File: config.mk
export PLATFORM = sky130hd
export DESIGN_NAME = fetch_unit_flat
export DESIGN_NICKNAME = d
export VERILOG_FILES = /design/src/rtl/fetch_unit_if.sv /design/src/rtl/fetch_unit.sv /design/src/flat_wrapper.sv
export SDC_FILE = /design/constraint.sdc
export NUM_CORES = 1
export LEC_CHECK = 0
export ABC_AREA = 1
export CAP_MARGIN = 20
export CORE_MARGIN = 5
export CORE_UTILIZATION = 50
export DETAILED_ROUTE_END_ITERATION = 6
export MAX_ROUTING_LAYER = met4
export PLACE_DENSITY = 0.86
export SYNTH_ARGS = -nofsm -noshare
export SYNTH_HDL_FRONTEND = slang
export SYNTH_SLANG_ARGS = --single-unit
File: constraint.sdc
create_clock -name clk -period 2.6 [get_ports clk]
set_input_delay 0.39 -clock clk [delete_from_list [all_inputs] [get_ports clk]]
set_output_delay 0.39 -clock clk [all_outputs]
set_load 0.03 [all_outputs]
File: src/rtl/fetch_unit_if.sv
// fetch_unit_if: bundle of instruction-memory, decoder handshake and branch-resolution signals
// master: fetch unit side (drives imem_req/imem_addr and the instr_* buffer outputs)
// slave:  environment side (memory, decoder and ALU drive responses and branch flags)
interface fetch_unit_if #(parameter int WIDTH = 16);
  logic             imem_req;
  logic [WIDTH-1:0] imem_addr;
  logic             imem_rvalid;
  logic [WIDTH-1:0] imem_rdata;
  logic             instr_valid;
  logic             instr_ready;
  logic [WIDTH-1:0] instr_out;
  logic [WIDTH-1:0] instr_pc;
  logic             br_resolve;
  logic             br_beq;
  logic             br_bne;
  logic             br_j;
  logic             alu_zero;
  logic [WIDTH-1:0] br_pc;
  logic [5:0]       br_imm;
  logic [11:0]      jmp_target;
  modport master (
    output imem_req, imem_addr, instr_valid, instr_out, instr_pc,
    input  imem_rvalid, imem_rdata, instr_ready,
           br_resolve, br_beq, br_bne, br_j, alu_zero, br_pc, br_imm, jmp_target
  );
  modport slave (
    input  imem_req, imem_addr, instr_valid, instr_out, instr_pc,
    output imem_rvalid, imem_rdata, instr_ready,
           br_resolve, br_beq, br_bne, br_j, alu_zero, br_pc, br_imm, jmp_target
  );
endinterface

File: src/rtl/fetch_unit.sv
// fetch_unit: PC holder issuing single-outstanding imem requests, buffering one instruction for the decoder
// clk/rst: rising-edge clock, synchronous active-high reset
// bus (master): imem_req/imem_addr out, imem_rvalid/imem_rdata in; instr_valid/instr_out/instr_pc out,
//               instr_ready in; br_resolve/br_beq/br_bne/br_j/alu_zero/br_pc/br_imm/jmp_target in
module fetch_unit #(
  parameter int               WIDTH    = 16,
  parameter logic [WIDTH-1:0] RESET_PC = '0
) (
  input logic          clk,
  input logic          rst,
  fetch_unit_if.master bus
);
  typedef enum logic [1:0] {FETCH, WAIT, HOLD, DRAIN} state_e;
  state_e           state_q;
  logic [WIDTH-1:0] pc_q;
  logic [WIDTH-1:0] instr_out_q;
  logic [WIDTH-1:0] instr_pc_q;
  logic             instr_valid_q;
  logic             taken;
  logic [WIDTH-1:0] target;
  always_comb begin
    taken  = bus.br_resolve && (bus.br_j || (bus.br_beq && bus.alu_zero) || (bus.br_bne && !bus.alu_zero));
    target = bus.br_j ? {bus.br_pc[WIDTH-1:12], bus.jmp_target}
                      : bus.br_pc + WIDTH'(1) + {{(WIDTH-6){bus.br_imm[5]}}, bus.br_imm};
  end
  always_ff @(posedge clk) begin
    if (rst) begin
      state_q       <= FETCH;
      pc_q          <= RESET_PC;
      instr_valid_q <= 1'b0;
      instr_out_q   <= '0;
      instr_pc_q    <= '0;
    end else if (taken) begin
      // a request still in flight must be drained so its stale response is not buffered
      pc_q          <= target;
      instr_valid_q <= 1'b0;
      state_q       <= ((state_q == WAIT && !bus.imem_rvalid) || state_q == DRAIN) ? DRAIN : FETCH;
    end else begin
      case (state_q)
        FETCH: state_q <= WAIT;
        WAIT: if (bus.imem_rvalid) begin
          instr_out_q   <= bus.imem_rdata;
          instr_pc_q    <= pc_q;
          instr_valid_q <= 1'b1;
          pc_q          <= pc_q + WIDTH'(1);
          state_q       <= HOLD;
        end
        HOLD: if (bus.instr_ready) begin
          instr_valid_q <= 1'b0;
          state_q       <= FETCH;
        end
        DRAIN: if (bus.imem_rvalid) state_q <= FETCH;
        default: state_q <= FETCH;
      endcase
    end
  end
  assign bus.imem_req    = !rst && state_q != HOLD;
  assign bus.imem_addr   = pc_q;
  assign bus.instr_valid = instr_valid_q;
  assign bus.instr_out   = instr_out_q;
  assign bus.instr_pc    = instr_pc_q;
endmodule

File: src/flat_wrapper.sv
// flat-port wrapper written by rule: the top's interface ports become plain ports
module fetch_unit_flat 
#(
  parameter int               WIDTH    = 16,
  parameter logic [WIDTH-1:0] RESET_PC = '0
)
  (clk, rst, bus_imem_req, bus_imem_addr, bus_instr_valid, bus_instr_out, bus_instr_pc, bus_imem_rvalid, bus_imem_rdata, bus_instr_ready, bus_br_resolve, bus_br_beq, bus_br_bne, bus_br_j, bus_alu_zero, bus_br_pc, bus_br_imm, bus_jmp_target);
  fetch_unit_if #(.WIDTH(WIDTH)) bus_i ();
  input logic clk;
  input logic rst;
  output wire logic [$bits(bus_i.imem_req)-1:0] bus_imem_req;
  output wire logic [$bits(bus_i.imem_addr)-1:0] bus_imem_addr;
  output wire logic [$bits(bus_i.instr_valid)-1:0] bus_instr_valid;
  output wire logic [$bits(bus_i.instr_out)-1:0] bus_instr_out;
  output wire logic [$bits(bus_i.instr_pc)-1:0] bus_instr_pc;
  input wire logic [$bits(bus_i.imem_rvalid)-1:0] bus_imem_rvalid;
  input wire logic [$bits(bus_i.imem_rdata)-1:0] bus_imem_rdata;
  input wire logic [$bits(bus_i.instr_ready)-1:0] bus_instr_ready;
  input wire logic [$bits(bus_i.br_resolve)-1:0] bus_br_resolve;
  input wire logic [$bits(bus_i.br_beq)-1:0] bus_br_beq;
  input wire logic [$bits(bus_i.br_bne)-1:0] bus_br_bne;
  input wire logic [$bits(bus_i.br_j)-1:0] bus_br_j;
  input wire logic [$bits(bus_i.alu_zero)-1:0] bus_alu_zero;
  input wire logic [$bits(bus_i.br_pc)-1:0] bus_br_pc;
  input wire logic [$bits(bus_i.br_imm)-1:0] bus_br_imm;
  input wire logic [$bits(bus_i.jmp_target)-1:0] bus_jmp_target;
  assign bus_imem_req = bus_i.imem_req;
  assign bus_imem_addr = bus_i.imem_addr;
  assign bus_instr_valid = bus_i.instr_valid;
  assign bus_instr_out = bus_i.instr_out;
  assign bus_instr_pc = bus_i.instr_pc;
  assign bus_i.imem_rvalid = bus_imem_rvalid;
  assign bus_i.imem_rdata = bus_imem_rdata;
  assign bus_i.instr_ready = bus_instr_ready;
  assign bus_i.br_resolve = bus_br_resolve;
  assign bus_i.br_beq = bus_br_beq;
  assign bus_i.br_bne = bus_br_bne;
  assign bus_i.br_j = bus_br_j;
  assign bus_i.alu_zero = bus_alu_zero;
  assign bus_i.br_pc = bus_br_pc;
  assign bus_i.br_imm = bus_br_imm;
  assign bus_i.jmp_target = bus_jmp_target;
  fetch_unit #(.WIDTH(WIDTH), .RESET_PC(RESET_PC)) u_core (.clk(clk), .rst(rst), .bus(bus_i));
endmodule
# ---- After elaboration in Yosys (flattened, before gate mapping)
# Index checks and enable logic that the tools add are counted.
dict set report totals {
  regBits 51
  latch_bits 0
  ramBits 0
  romBits 0
  out_inout_bits 50
  memories 0
}
dict set report classes {
  n_addsub 3
  n_mul 0
  n_div 0
  n_lt_le_gt_ge 0
  eq_ne 9
  shifts 0
  mux 13
  bitwise_logic 1
  n_reduce_logical 20
}
# cell count
set op_table {}
lappend op_table {{2-to-1 mux 16 bit} 4}
lappend op_table {{adder 16 x 1 -> 16 bit (second input constant)} 2}
lappend op_table {{adder 16 bit} 1}
lappend op_table {{2-to-1 mux 2 bit} 5}
lappend op_table {{inequality test 3 x 2 -> 1 bit (second input constant)} 3}
lappend op_table {{AND reduction 3 bit} 3}
lappend op_table {{case mux 2 bit (4 select lines)} 1}
lappend op_table {{inequality test 2 bit (second input constant)} 3}
lappend op_table {{nonzero test 2 bit} 3}
lappend op_table {{logical AND 1 bit} 5}
lappend op_table {{== test 2 bit (second input constant)} 2}
lappend op_table {{logical NOT 1 bit} 3}
lappend op_table {{logical OR 1 bit} 3}
lappend op_table {{== test 2 x 1 -> 1 bit (second input constant)} 1}
lappend op_table {{logical NOT 2 bit} 1}
lappend op_table {{2-to-1 mux 1 bit} 2}
lappend op_table {{case mux 1 bit (2 select lines)} 1}
lappend op_table {{AND reduction 2 bit} 1}
lappend op_table {{OR reduction 2 bit} 1}
lappend op_table {{NOT 1 bit} 1}

# ---- Logic depth before layout (Yosys ltp)
dict set report logic_depth {
  ltp_word 6
  ltp_mapped 15
  mapped_depth_nobuf 15
}

# ---- Worst setup path after synthesis
# OpenSTA, ideal clock, no wires.
dict set report synth_timing {
  kind {input -> register}
  from {input bus_br_imm[0]}
  to {register u_core.pc_q[14], in the netlist u_core.bus.imem_addr[14]}
  arrival_time_ns 1.631
  required_time_ns 2.481
  setup_slack_ns 0.850
  path_stages 14
  path_cell_list {inv_1 ha_1 inv_1 fa_1 nand2_1 nand2_1 nand3b_1 nand2_1 nand3_1 nand2_1 nand2_1 nand3_1 nand2_1 a21oi_1}
}
dict set report synth_between {
  elab_chain_cells 3
}
# element line
set synth_rtl {}
lappend synth_rtl {{start, declared} flat_wrapper.sv:25} ;# input wire logic [$bits(bus_i.br_imm)-1:0] bus_br_imm;
lappend synth_rtl {{adder 16 bit} fetch_unit.sv:24} ;# : bus.br_pc + WIDTH'(1) + {{(WIDTH-6){bus.br_imm[5]}}, bus.br_imm};
lappend synth_rtl {{2-to-1 mux 16 bit} fetch_unit.sv:23} ;# target = bus.br_j ? {bus.br_pc[WIDTH-1:12], bus.jmp_target}
lappend synth_rtl {{2-to-1 mux 16 bit} fetch_unit.sv:33} ;# end else if (taken) begin
lappend synth_rtl {{end signal, assigned} fetch_unit.sv:35} ;# pc_q <= target;
lappend synth_rtl {{end signal, assigned} fetch_unit.sv:45} ;# pc_q <= pc_q + WIDTH'(1);
lappend synth_rtl {{end, declared} fetch_unit.sv:15} ;# logic [WIDTH-1:0] pc_q;
# Every way passes these cells.
# A chain may end at the register's enable or synchronous reset.

# ---- Final worst setup path
dict set report layout_timing {
  from {input bus_br_imm[5]}
  to {register u_core.pc_q[8], in the netlist u_core.bus.imem_addr[8]}
}
# Same word-level chain as after synthesis.

==> results.yml <==
floorplan:
  initial_core_util: 0.521
  core_um2: 6420
  dieArea_um2: 8430
  die_h_um: 91.8
  io_pins: 109
  die_x_um: 91.8
  rows: 29
setup_path:
  ff2ff_path_depth: 8
  path_delay_family: "buffers and inverters"
  reg2reg_from: "u_core.state_q[0]"
  cp_cell_sequence: "clkdlybuf4s50_1, ha_1, nand2_1, o21ai_0, inv_1, nand2_1, xor2_1, o21ai_0, a21oi_1"
  timing.rr.end: "u_core.bus.imem_addr[0]"
  cp_slowest_stage_delay_ns: 0.65
  cp-start-kind: "primary input"
  cp_slowest_cell: "clkdlybuf4s50_1"
  cp_max_fo: 11
  r2r_slack_ns: 0.80
  path_buf_inv: 2
  worstSetupEndpointType: "flip-flop"
  cp.arrival_ns: 2.56
  cp.required_ns: 2.84
  critPathKind: "in -> reg"
logic_synthesis:
  synth-main-ff-cell: "dfxtp_1"
  synth-seq-area-share: 0.305
  synth_cell_types: 36
  ys_top_cells_by_count: "nor2_1, nand2_1, dfxtp_1, inv_1, o21ai_0"
  synth_top_area_share: 0.305
  syn_area_um2: 3350
  synth_warnings: 0
  synth_top_cells_by_area: "dfxtp_1, nor2_1, nand2_1"
  syn_inst: 506
  syn_area_per_cell_um2: 6.61
  synth_edf_count: 0
  yosysMostFrequentCell: "nor2_1"
  synth_seq_cells: 51
  syn-num-nets: 582
  synth_top_area_cell: "dfxtp_1"
  ys_async_sr_fraction: 0
grt:
  grt_pass1_wl_um: 15800
  grt_max_degree: 30
  grt_pass1_vias: 3388
  antenna_found_initial: 0
  grt_overflow: 0
  grt_use_total: 0.232
finish:
  fillers: 539
  antenna_cells: 0
  syn_to_final_growth_pct: 35.3
  final_nets: 683
  seqCellArea_um2: 1020
  drive_above_1_share: 0.0461
  multi_input_area_um2: 2000
clock_tree:
  ctsHoldBuffers: 0
  cts_buffer_depth: 2
  clk-insertion-delay-late_ns: 0.32
  cts_setup_buffers: 0
  clk_pin_slew_ns: 0.10
  cts_tree: "done"
  cts_root_buf: "clkbuf_8"
  post_cts_resized: 0
  cts_made_buffers: 5
  cts.sinks: 51
  h-tree-depth: 2
timing:
  worstMarginPinSlew_ns: 0.457
  finalSetupViolCount: 0
  setup_ws_ns: 0.286
  clock_skew_ns: 0.0109
  slew_headroom: 0.694
  post-route-period-util: 0.890
  tns_ns: 0
  clock.fmax_mhz: 432
  period_needed_ns: 2.31
  rsz0062_at_grt: "no"
  slew_viol_final: 0
  hold_viol_final: 0
routing:
  drc: 0
  vias: 3746
  wire_per_inst_um: 14.2
  postRouteAntennaNets: 0
  dr.first_iter.drc_count: 268
  viasPerCell: 5.47
  finalWirelength_um: 9710
  drt_pass1_iterations: 6
min_path:
  hold_depth: 2
  hold_path_end: "u_core.bus.instr_valid"
  min-delay-start: "u_core.bus.instr_valid"
  min_path_type: "reg -> reg"
place:
  numPortBuffers: 108
  place.gp.congestion: 0.933
  dpl_worst_slack_ns: 0.00712
  place_hpwl_um: 7410
power:
  peakVddDrop_uv: 361
  power_density_nw_per_um2: 486
  leakage_uw: 0.00205
run_status:
  outcome: "completed"
run:
  maxCapViolations: 0
## layer usage
layer  vias to the layer above  global-route usage  part of all wire  routed length [µm]
li1                       1856                   -                 -                   -
met1                      1727               0.281              0.42                4050
met2                       148               0.391              0.50                4850
met3                        15              0.0450             0.066                 639
met4                         0              0.0668             0.018                 171
met5                         -                   -                 0                   0
## area by class of cell
class | instances | share of cell area
clock buffer | 5 | 0.0152
clock inverter | 3 | 0.00525
inverter | 51 | 0.0439
multi-input combinational | 385 | 0.442
sequential | 51 | 0.226
tap | 77 | 0.0213
timing repair buffer | 113 | 0.247
## power breakdown
group | switching (µW) | internal (µW)
logic | 464 | 337
clock network | 294 | 193
registers | 64.3 | 846
## state kept, by name, summed over array words and instances, names as in the netlist
register / flops
u_core.bus.instr_pc: 16
u_core.bus.imem_addr: 16
u_core.bus.instr_valid: 1
u_core.state_q: 2
u_core.bus.instr_out: 16
## how the worst max path moves through the flow
stage | slack, ns | to | cells after the start | start
floorplan | 0.85 | u_core.bus.imem_addr[14] | 14 | bus_br_imm[0]
global placement | 0.11 | u_core.bus.imem_addr[8] | 9 | bus_br_imm[5]
detailed placement | 0.007 | u_core.bus.imem_addr[8] | 9 | bus_br_imm[5]
CTS | 0.32 | u_core.bus.imem_addr[8] | 9 | bus_br_imm[5]
global route | 0.03 | u_core.bus.imem_addr[8] | 9 | bus_br_imm[5]
finish | 0.29 | u_core.bus.imem_addr[8] | 9 | bus_br_imm[5]
## worst register-to-register path, delay by kind of cell (launching register included)
kind                   cells  cell delay [ns]
AO/OA/AOI/OAI              2             0.26
buffers and inverters      2             0.31
flip-flops                 1             0.44
AND/OR/NAND/NOR            4             0.73
## cell families (layout without fill, tap and decap cells)
kind of cell               after synthesis  in the layout  synth area share
adders and majority gates               17             17            0.0658
DFF                                     51             51             0.305
and+or+nand+nor                        244            244             0.320
AOI/OAI and AO/OA                      109            109             0.173
xor gates and xnor gates                15             15            0.0393
buffers and inverters                   70            172            0.0972
## layout by cell type, fill, tap and decap left out, drive strengths merged, types with 2 or more instances in the layout
cell type      synthesis  layout
a21oi                 39      39
a31oi                  4       4
buf                   14       5
clkbuf                 5       5
clkdlybuf4s50          0     108
clkinvlp               0       2
dfxtp                 51      51
ha                    16      16
inv                   51      52
nand2                 88      88
nand3                 38      38
nand3b                 2       2
nand4                  5       5
nor2                 101     101
nor3                   8       8
o211ai                 3       3
o21a                   2       2
o21ai                 57      57
or2                    2       2
xnor2                  4       4
xor2                  11      11
## per-stage QoR
step	hold WS [ns]	std cells	utilization	instance area (µm²)	total power [µW]
global route	0.544	685	0.705	4530	2320
CTS	0.496	685	0.705	4530	2200
detailed placement	0.480	677	0.690	4430	1720
finish	0.495	685	0.705	4530	2200
global placement	0.476	677	0.690	4430	1700
floorplan	0.459	506	-	3350	1420
No activity file was read; power rests on OpenSTA's default activity.
